## src/rtl/i2s_capture_ctrl.sv

```systemverilog
// rtl/i2s_capture_ctrl.sv - I2S microphone capture session sequencer with decimation and memory write port
module i2s_capture_ctrl #(
    parameter int DATA_SIZE      = 24,
    parameter int ADDR_WIDTH     = 16,
    parameter int COUNT_WIDTH    = 16,
    parameter int WARMUP_SAMPLES = 2
) (
    input  logic                   clk,
    input  logic                   rst_n,
    input  logic                   cmd_start,
    input  logic                   cmd_abort,
    input  logic [COUNT_WIDTH-1:0] cmd_len,
    input  logic [ADDR_WIDTH-1:0]  cmd_base,
    input  logic [3:0]             cmd_decim,
    output logic                   cap_en,
    input  logic                   sample_valid,
    input  logic [DATA_SIZE-1:0]   sample_data,
    output logic                   wr_valid,
    output logic [ADDR_WIDTH-1:0]  wr_addr,
    output logic [DATA_SIZE-1:0]   wr_data,
    input  logic                   wr_ready,
    output logic                   busy,
    output logic                   done,
    output logic                   aborted,
    output logic                   overflow,
    output logic [COUNT_WIDTH-1:0] written
);

    typedef enum logic [2:0] {
        S_IDLE,
        S_WARMUP,
        S_RUN,
        S_DRAIN,
        S_DONE
    } state_t;

    localparam logic [COUNT_WIDTH-1:0] WARMUP_INIT = COUNT_WIDTH'(WARMUP_SAMPLES);
    localparam bit                     NO_WARMUP   = (WARMUP_SAMPLES == 0);

    state_t                 state_q;
    logic [COUNT_WIDTH-1:0] len_q;
    logic [COUNT_WIDTH-1:0] warm_q;
    logic [COUNT_WIDTH-1:0] cap_cnt_q;
    logic [COUNT_WIDTH-1:0] written_q;
    logic [ADDR_WIDTH-1:0]  addr_q;
    logic [DATA_SIZE-1:0]   data_q;
    logic [3:0]             decim_q;
    logic [3:0]             dec_cnt_q;
    logic                   wr_valid_q;
    logic                   cap_en_q;
    logic                   done_q;
    logic                   aborted_q;
    logic                   overflow_q;

    logic accept;
    logic hold_free;

    // The holding register can take a new sample when empty or when it drains this cycle.
    assign accept    = wr_valid_q && wr_ready;
    assign hold_free = !wr_valid_q || wr_ready;

    always_ff @(posedge clk or negedge rst_n) begin
        if (!rst_n) begin
            state_q    <= S_IDLE;
            len_q      <= '0;
            warm_q     <= '0;
            cap_cnt_q  <= '0;
            written_q  <= '0;
            addr_q     <= '0;
            data_q     <= '0;
            decim_q    <= '0;
            dec_cnt_q  <= '0;
            wr_valid_q <= 1'b0;
            cap_en_q   <= 1'b0;
            done_q     <= 1'b0;
            aborted_q  <= 1'b0;
            overflow_q <= 1'b0;
        end else begin
            done_q <= 1'b0;
            if (accept) begin
                wr_valid_q <= 1'b0;
                addr_q     <= addr_q + ADDR_WIDTH'(1);
                written_q  <= written_q + COUNT_WIDTH'(1);
            end
            case (state_q)
                S_IDLE: begin
                    if (cmd_start && !cmd_abort) begin
                        len_q      <= cmd_len;
                        addr_q     <= cmd_base;
                        decim_q    <= cmd_decim;
                        overflow_q <= 1'b0;
                        aborted_q  <= 1'b0;
                        written_q  <= '0;
                        warm_q     <= WARMUP_INIT;
                        cap_cnt_q  <= '0;
                        dec_cnt_q  <= '0;
                        if (cmd_len == '0) begin
                            state_q <= S_DONE;
                        end else begin
                            cap_en_q <= 1'b1;
                            state_q  <= NO_WARMUP ? S_RUN : S_WARMUP;
                        end
                    end
                end
                S_WARMUP: begin
                    if (cmd_abort) begin
                        state_q    <= S_DONE;
                        cap_en_q   <= 1'b0;
                        wr_valid_q <= 1'b0;
                        aborted_q  <= 1'b1;
                    end else if (sample_valid) begin
                        warm_q <= warm_q - COUNT_WIDTH'(1);
                        if (warm_q == COUNT_WIDTH'(1)) begin
                            state_q   <= S_RUN;
                            dec_cnt_q <= '0;
                        end
                    end
                end
                S_RUN: begin
                    if (cmd_abort) begin
                        state_q    <= S_DONE;
                        cap_en_q   <= 1'b0;
                        wr_valid_q <= 1'b0;
                        aborted_q  <= 1'b1;
                    end else if (sample_valid) begin
                        dec_cnt_q <= (dec_cnt_q == decim_q) ? 4'd0 : dec_cnt_q + 4'd1;
                        if (dec_cnt_q == 4'd0) begin
                            if (hold_free) begin
                                data_q     <= sample_data;
                                wr_valid_q <= 1'b1;
                                cap_cnt_q  <= cap_cnt_q + COUNT_WIDTH'(1);
                                if (cap_cnt_q + COUNT_WIDTH'(1) == len_q) begin
                                    cap_en_q <= 1'b0;
                                    state_q  <= S_DRAIN;
                                end
                            end else begin
                                // Dropped samples do not count toward the session length.
                                overflow_q <= 1'b1;
                            end
                        end
                    end
                end
                S_DRAIN: begin
                    if (cmd_abort) begin
                        state_q    <= S_DONE;
                        cap_en_q   <= 1'b0;
                        wr_valid_q <= 1'b0;
                        aborted_q  <= 1'b1;
                    end else if (hold_free) begin
                        state_q <= S_DONE;
                    end
                end
                S_DONE: begin
                    done_q  <= 1'b1;
                    state_q <= S_IDLE;
                end
                default: state_q <= S_IDLE;
            endcase
        end
    end

    assign cap_en   = cap_en_q;
    assign wr_valid = wr_valid_q;
    assign wr_addr  = addr_q;
    assign wr_data  = data_q;
    assign busy     = (state_q != S_IDLE);
    assign done     = done_q;
    assign aborted  = aborted_q;
    assign overflow = overflow_q;
    assign written  = written_q;

endmodule

```

## config.mk

```make
export PLATFORM = sky130hd
export DESIGN_NAME = i2s_capture_ctrl
export DESIGN_NICKNAME = d
export VERILOG_FILES = /design/src/rtl/i2s_capture_ctrl.sv
export SDC_FILE = /design/constraint.sdc
export NUM_CORES = 1
export LEC_CHECK = 0
export BUFFER_PORTS_ARGS = -buffer_cell sky130_fd_sc_hd__buf_2
export CORE_AREA = 2 2 164 166
export DETAILED_ROUTE_END_ITERATION = 10
export DIE_AREA = 0 0 166 168
export GPL_ROUTABILITY_DRIVEN = 1
export MAX_ROUTING_LAYER = met4
export PLACE_DENSITY = 0.52
export SLEW_MARGIN = 20
export SYNTH_ARGS = -nofsm -noshare
export SYNTH_HDL_FRONTEND = slang
export SYNTH_SLANG_ARGS = --single-unit
```

## constraint.sdc

```tcl
create_clock -name clk -period 3.6 [get_ports clk]
set_clock_uncertainty 0.1 [all_clocks]
set_input_delay 0.72 -clock clk [delete_from_list [all_inputs] [get_ports clk]]
set_output_delay 0.72 -clock clk [all_outputs]
set_load 0.01 [all_outputs]
```

==> results_dict.tcl <==
set metrics [dict create \
    min_path_type "in -> async" \
    drv_slew 0 \
    overflow 0 \
    ys_seq_elements 120 \
    grt.total_usage 0.1177 \
    setup_viol 0 \
    cellLeakagePower_nw 3.638 \
    num_vias 5013 \
    die-height_um 168 \
    clock_latency_ns 0.41 \
    start_kind "register" \
    tightest_slew_ns 0.8759 \
    powerDensity_nw_per_um2 670.1 \
    ir_drop_mv 0.2822 \
    drtAntennaViolNets 0 \
    fin_crit_ns 2.896 \
    drt_iter0_drc 320 \
    grt_pass1_vias 4838 \
    crit_path_top_delay_cell "or4_1" \
    post_cts_buffers 0 \
    fin_crit_sh 0.8045 \
    routabilityCongestion 0.8197 \
    layout.nets 838 \
    slew_headroom 0.4107 \
    placed_area_um2 7138 \
    fmax_ghz 0.3453 \
    antenna_found_initial 2 \
    fp.dieW_um 166 \
    stdcell_count 1121 \
    cts_tree "built" \
    seq_area_frac_synth 0.4880 \
    routed_wirelength_mm 15.78 \
    cp.arrival_ns 3.12 \
    hold_viol 0 \
    maxCapViolCount 0 \
    htreeDepth 4 \
    drive_above_1_share 0.2571 \
    num_rows 60 \
    p_total_w 0.005243 \
    worst_slack_ns 0.7036 \
    dr.pass1.iters 4 \
    worst-path-buf-inv 0 \
    rsz0062_at_grt "no" \
    synthFlopType "dfrtp_1" \
    drc 0 \
    syn_nets 718 \
    synth_edf_count 0 \
    dp_hpwl_mm 11.33 \
    worst-path-max-fanout 10 \
    ctsResizeCount 0 \
    clkTransAtPathRegs_ns 0.06 \
    postCtsHoldBufs 0 \
    coreArea_um2 26350 \
    clockBufferDepth 2 \
    cts_sinks 120 \
    syn_avg_cell_area_um2 9.540 \
    multiInputGateArea_um2 2974 \
    cp_data_required_time_ns 3.83 \
    postSynthCellCount 645 \
    nFillCells 2785 \
    ff_latch_area_um2 3003 \
    final_cell_mix "126 x buf_2, 120 x dfrtp_1, 107 x nand2_1, 61 x nor2_1, 51 x o21ai_0" \
    grt_pass1_wl_mm 25.79 \
    dp.cells 1087 \
    avgViaCountPerCell 4.472 \
    cts_inserted_buffers 17 \
    ys_async_sr_fraction 1.000 \
    critical_path_class "reg -> reg" \
    stdcell_area_um2 7825 \
    mostFrequentLayoutCell "buf_2" \
    wl_per_cell_um 14.07 \
    status "finished clean" \
    crit_family "simple AND/OR/NAND/NOR gates" \
    initial_core_util 0.2335 \
    end_kind "register" \
    pre_cts_ws_ns 0.7323 \
    portBuffers 127 \
    synthToLayoutAreaGrowth_pct 27.17 \
    syn_area_um2 6153 \
    die_area_um2 27890 \
    cts_root_buf "clkbuf_16" \
    yosysWarnings 0 \
    final.setup.tns_ns 0 \
    io_pins 128 \
    critical-path-max-stage-delay_ns 0.56 \
    ys_types 57 \
    path_cells "ha_1, nand4_1, or4_1, a21o_1, nor4_4, and4b_1, nand4_1, a22oi_2" \
    grt_max_degree 83 \
    cp_common_cell "nand4_1" \
]
## synthesized netlist by cell type (2+ instances only)
cell type    n  area share
xnor2_1     31       0.044
xor2_1      33       0.047
or3_1        6      0.0061
dfrtp_1    120        0.49
nor2_1      61       0.037
nor4_4       2      0.0069
o21ai_1      4      0.0033
buf_1        2      0.0012
nor3_1      13       0.011
nand2_1    107       0.065
a21oi_1     16       0.013
and3_1       8      0.0081
o31ai_1      7      0.0085
or4_1        2      0.0024
o41ai_1      4      0.0057
nand4_1     16       0.016
mux2_2      24       0.044
and2_1       2      0.0020
nor4_1      13       0.013
inv_1        9      0.0055
mux2i_1      6      0.0098
and4_1       4      0.0057
buf_6        4      0.0073
o21ai_0     51       0.041
a31oi_1      6      0.0061
clkbuf_1    23       0.014
nand2b_1     8      0.0081
ha_1         7       0.014
nand3_1     24       0.020
nor2b_1      5      0.0051
## power breakdown
group	leakage [nW]	internal (W)	switching (W)	total, W
Combinational	1.72	0.000559	0.000721	0.00128
Sequential	1.59	0.00167	0.000349	0.00202
Clock	0.329	0.00132	0.000622	0.00195
Total	3.64	0.00355	0.00169	0.00524
## flip-flops by register name, summed over array words and instances, names as in the netlist
register,count
wr_data,24
decim_q,4
done,1
cap_en,1
overflow,1
cap_cnt_q,16
wr_addr,16
state_q,3
written,16
wr_valid,1
len_q,16
aborted,1
dec_cnt_q,4
warm_q,16
## routing by layer
metal | track usage | vias to the layer above | share of wire
met5 | - | - | 0
met4 | 0.03440 | 0 | 0.010
met3 | 0.02492 | 12 | 0.038
met2 | 0.1736 | 96 | 0.45
met1 | 0.1627 | 2415 | 0.50
li1 | - | 2490 | -
## logic make-up after synthesis
family	Yosys count	synth area share
AOI/OAI and AO/OA	102	0.09821
xor gates and xnor gates	65	0.09475
adders and majority gates	7	0.01423
buffers and inverters	40	0.02968
DFF	120	0.4880
muxes	30	0.05368
and+or+nand+nor	281	0.2214
## area by class of cell
type                       count  share of cell area
sequential                   120              0.3838
timing repair buffer         132             0.08954
inverter                       9            0.004317
antenna                        2           0.0006396
tap                          341             0.05453
multi-input combinational    485              0.3801
clock buffer                  22             0.06316
clock inverter                10             0.02398
## path summary, 6_finish.rpt
| kind | from | end | slack [ns] | depth (start not counted) |
|---|---|---|---|---|
| max in group asynchronous | rst_n | wr_addr[15] | 2.36 | 2 |
| min in group clk | len_q[9] | len_q[9] | 0.39 | 2 |
| max | cap_cnt_q[0] | cap_en | 0.70 | 8 |
| max reg2reg | cap_cnt_q[0] | cap_en | 0.70 | 8 |
| min reg2reg | len_q[9] | len_q[9] | 0.39 | 2 |
| min | rst_n | wr_data[11] | 0.19 | 1 |
## through the flow
stage	hold slack, ns	util
floorplan	0.3244	-
global placement	0.3839	0.2709
detailed placement	0.3868	0.2709
CTS	0.2003	0.2968
global route	0.2253	0.2970
finish	0.1852	0.2970
Note: power is estimated with default switching activity, not from simulation.
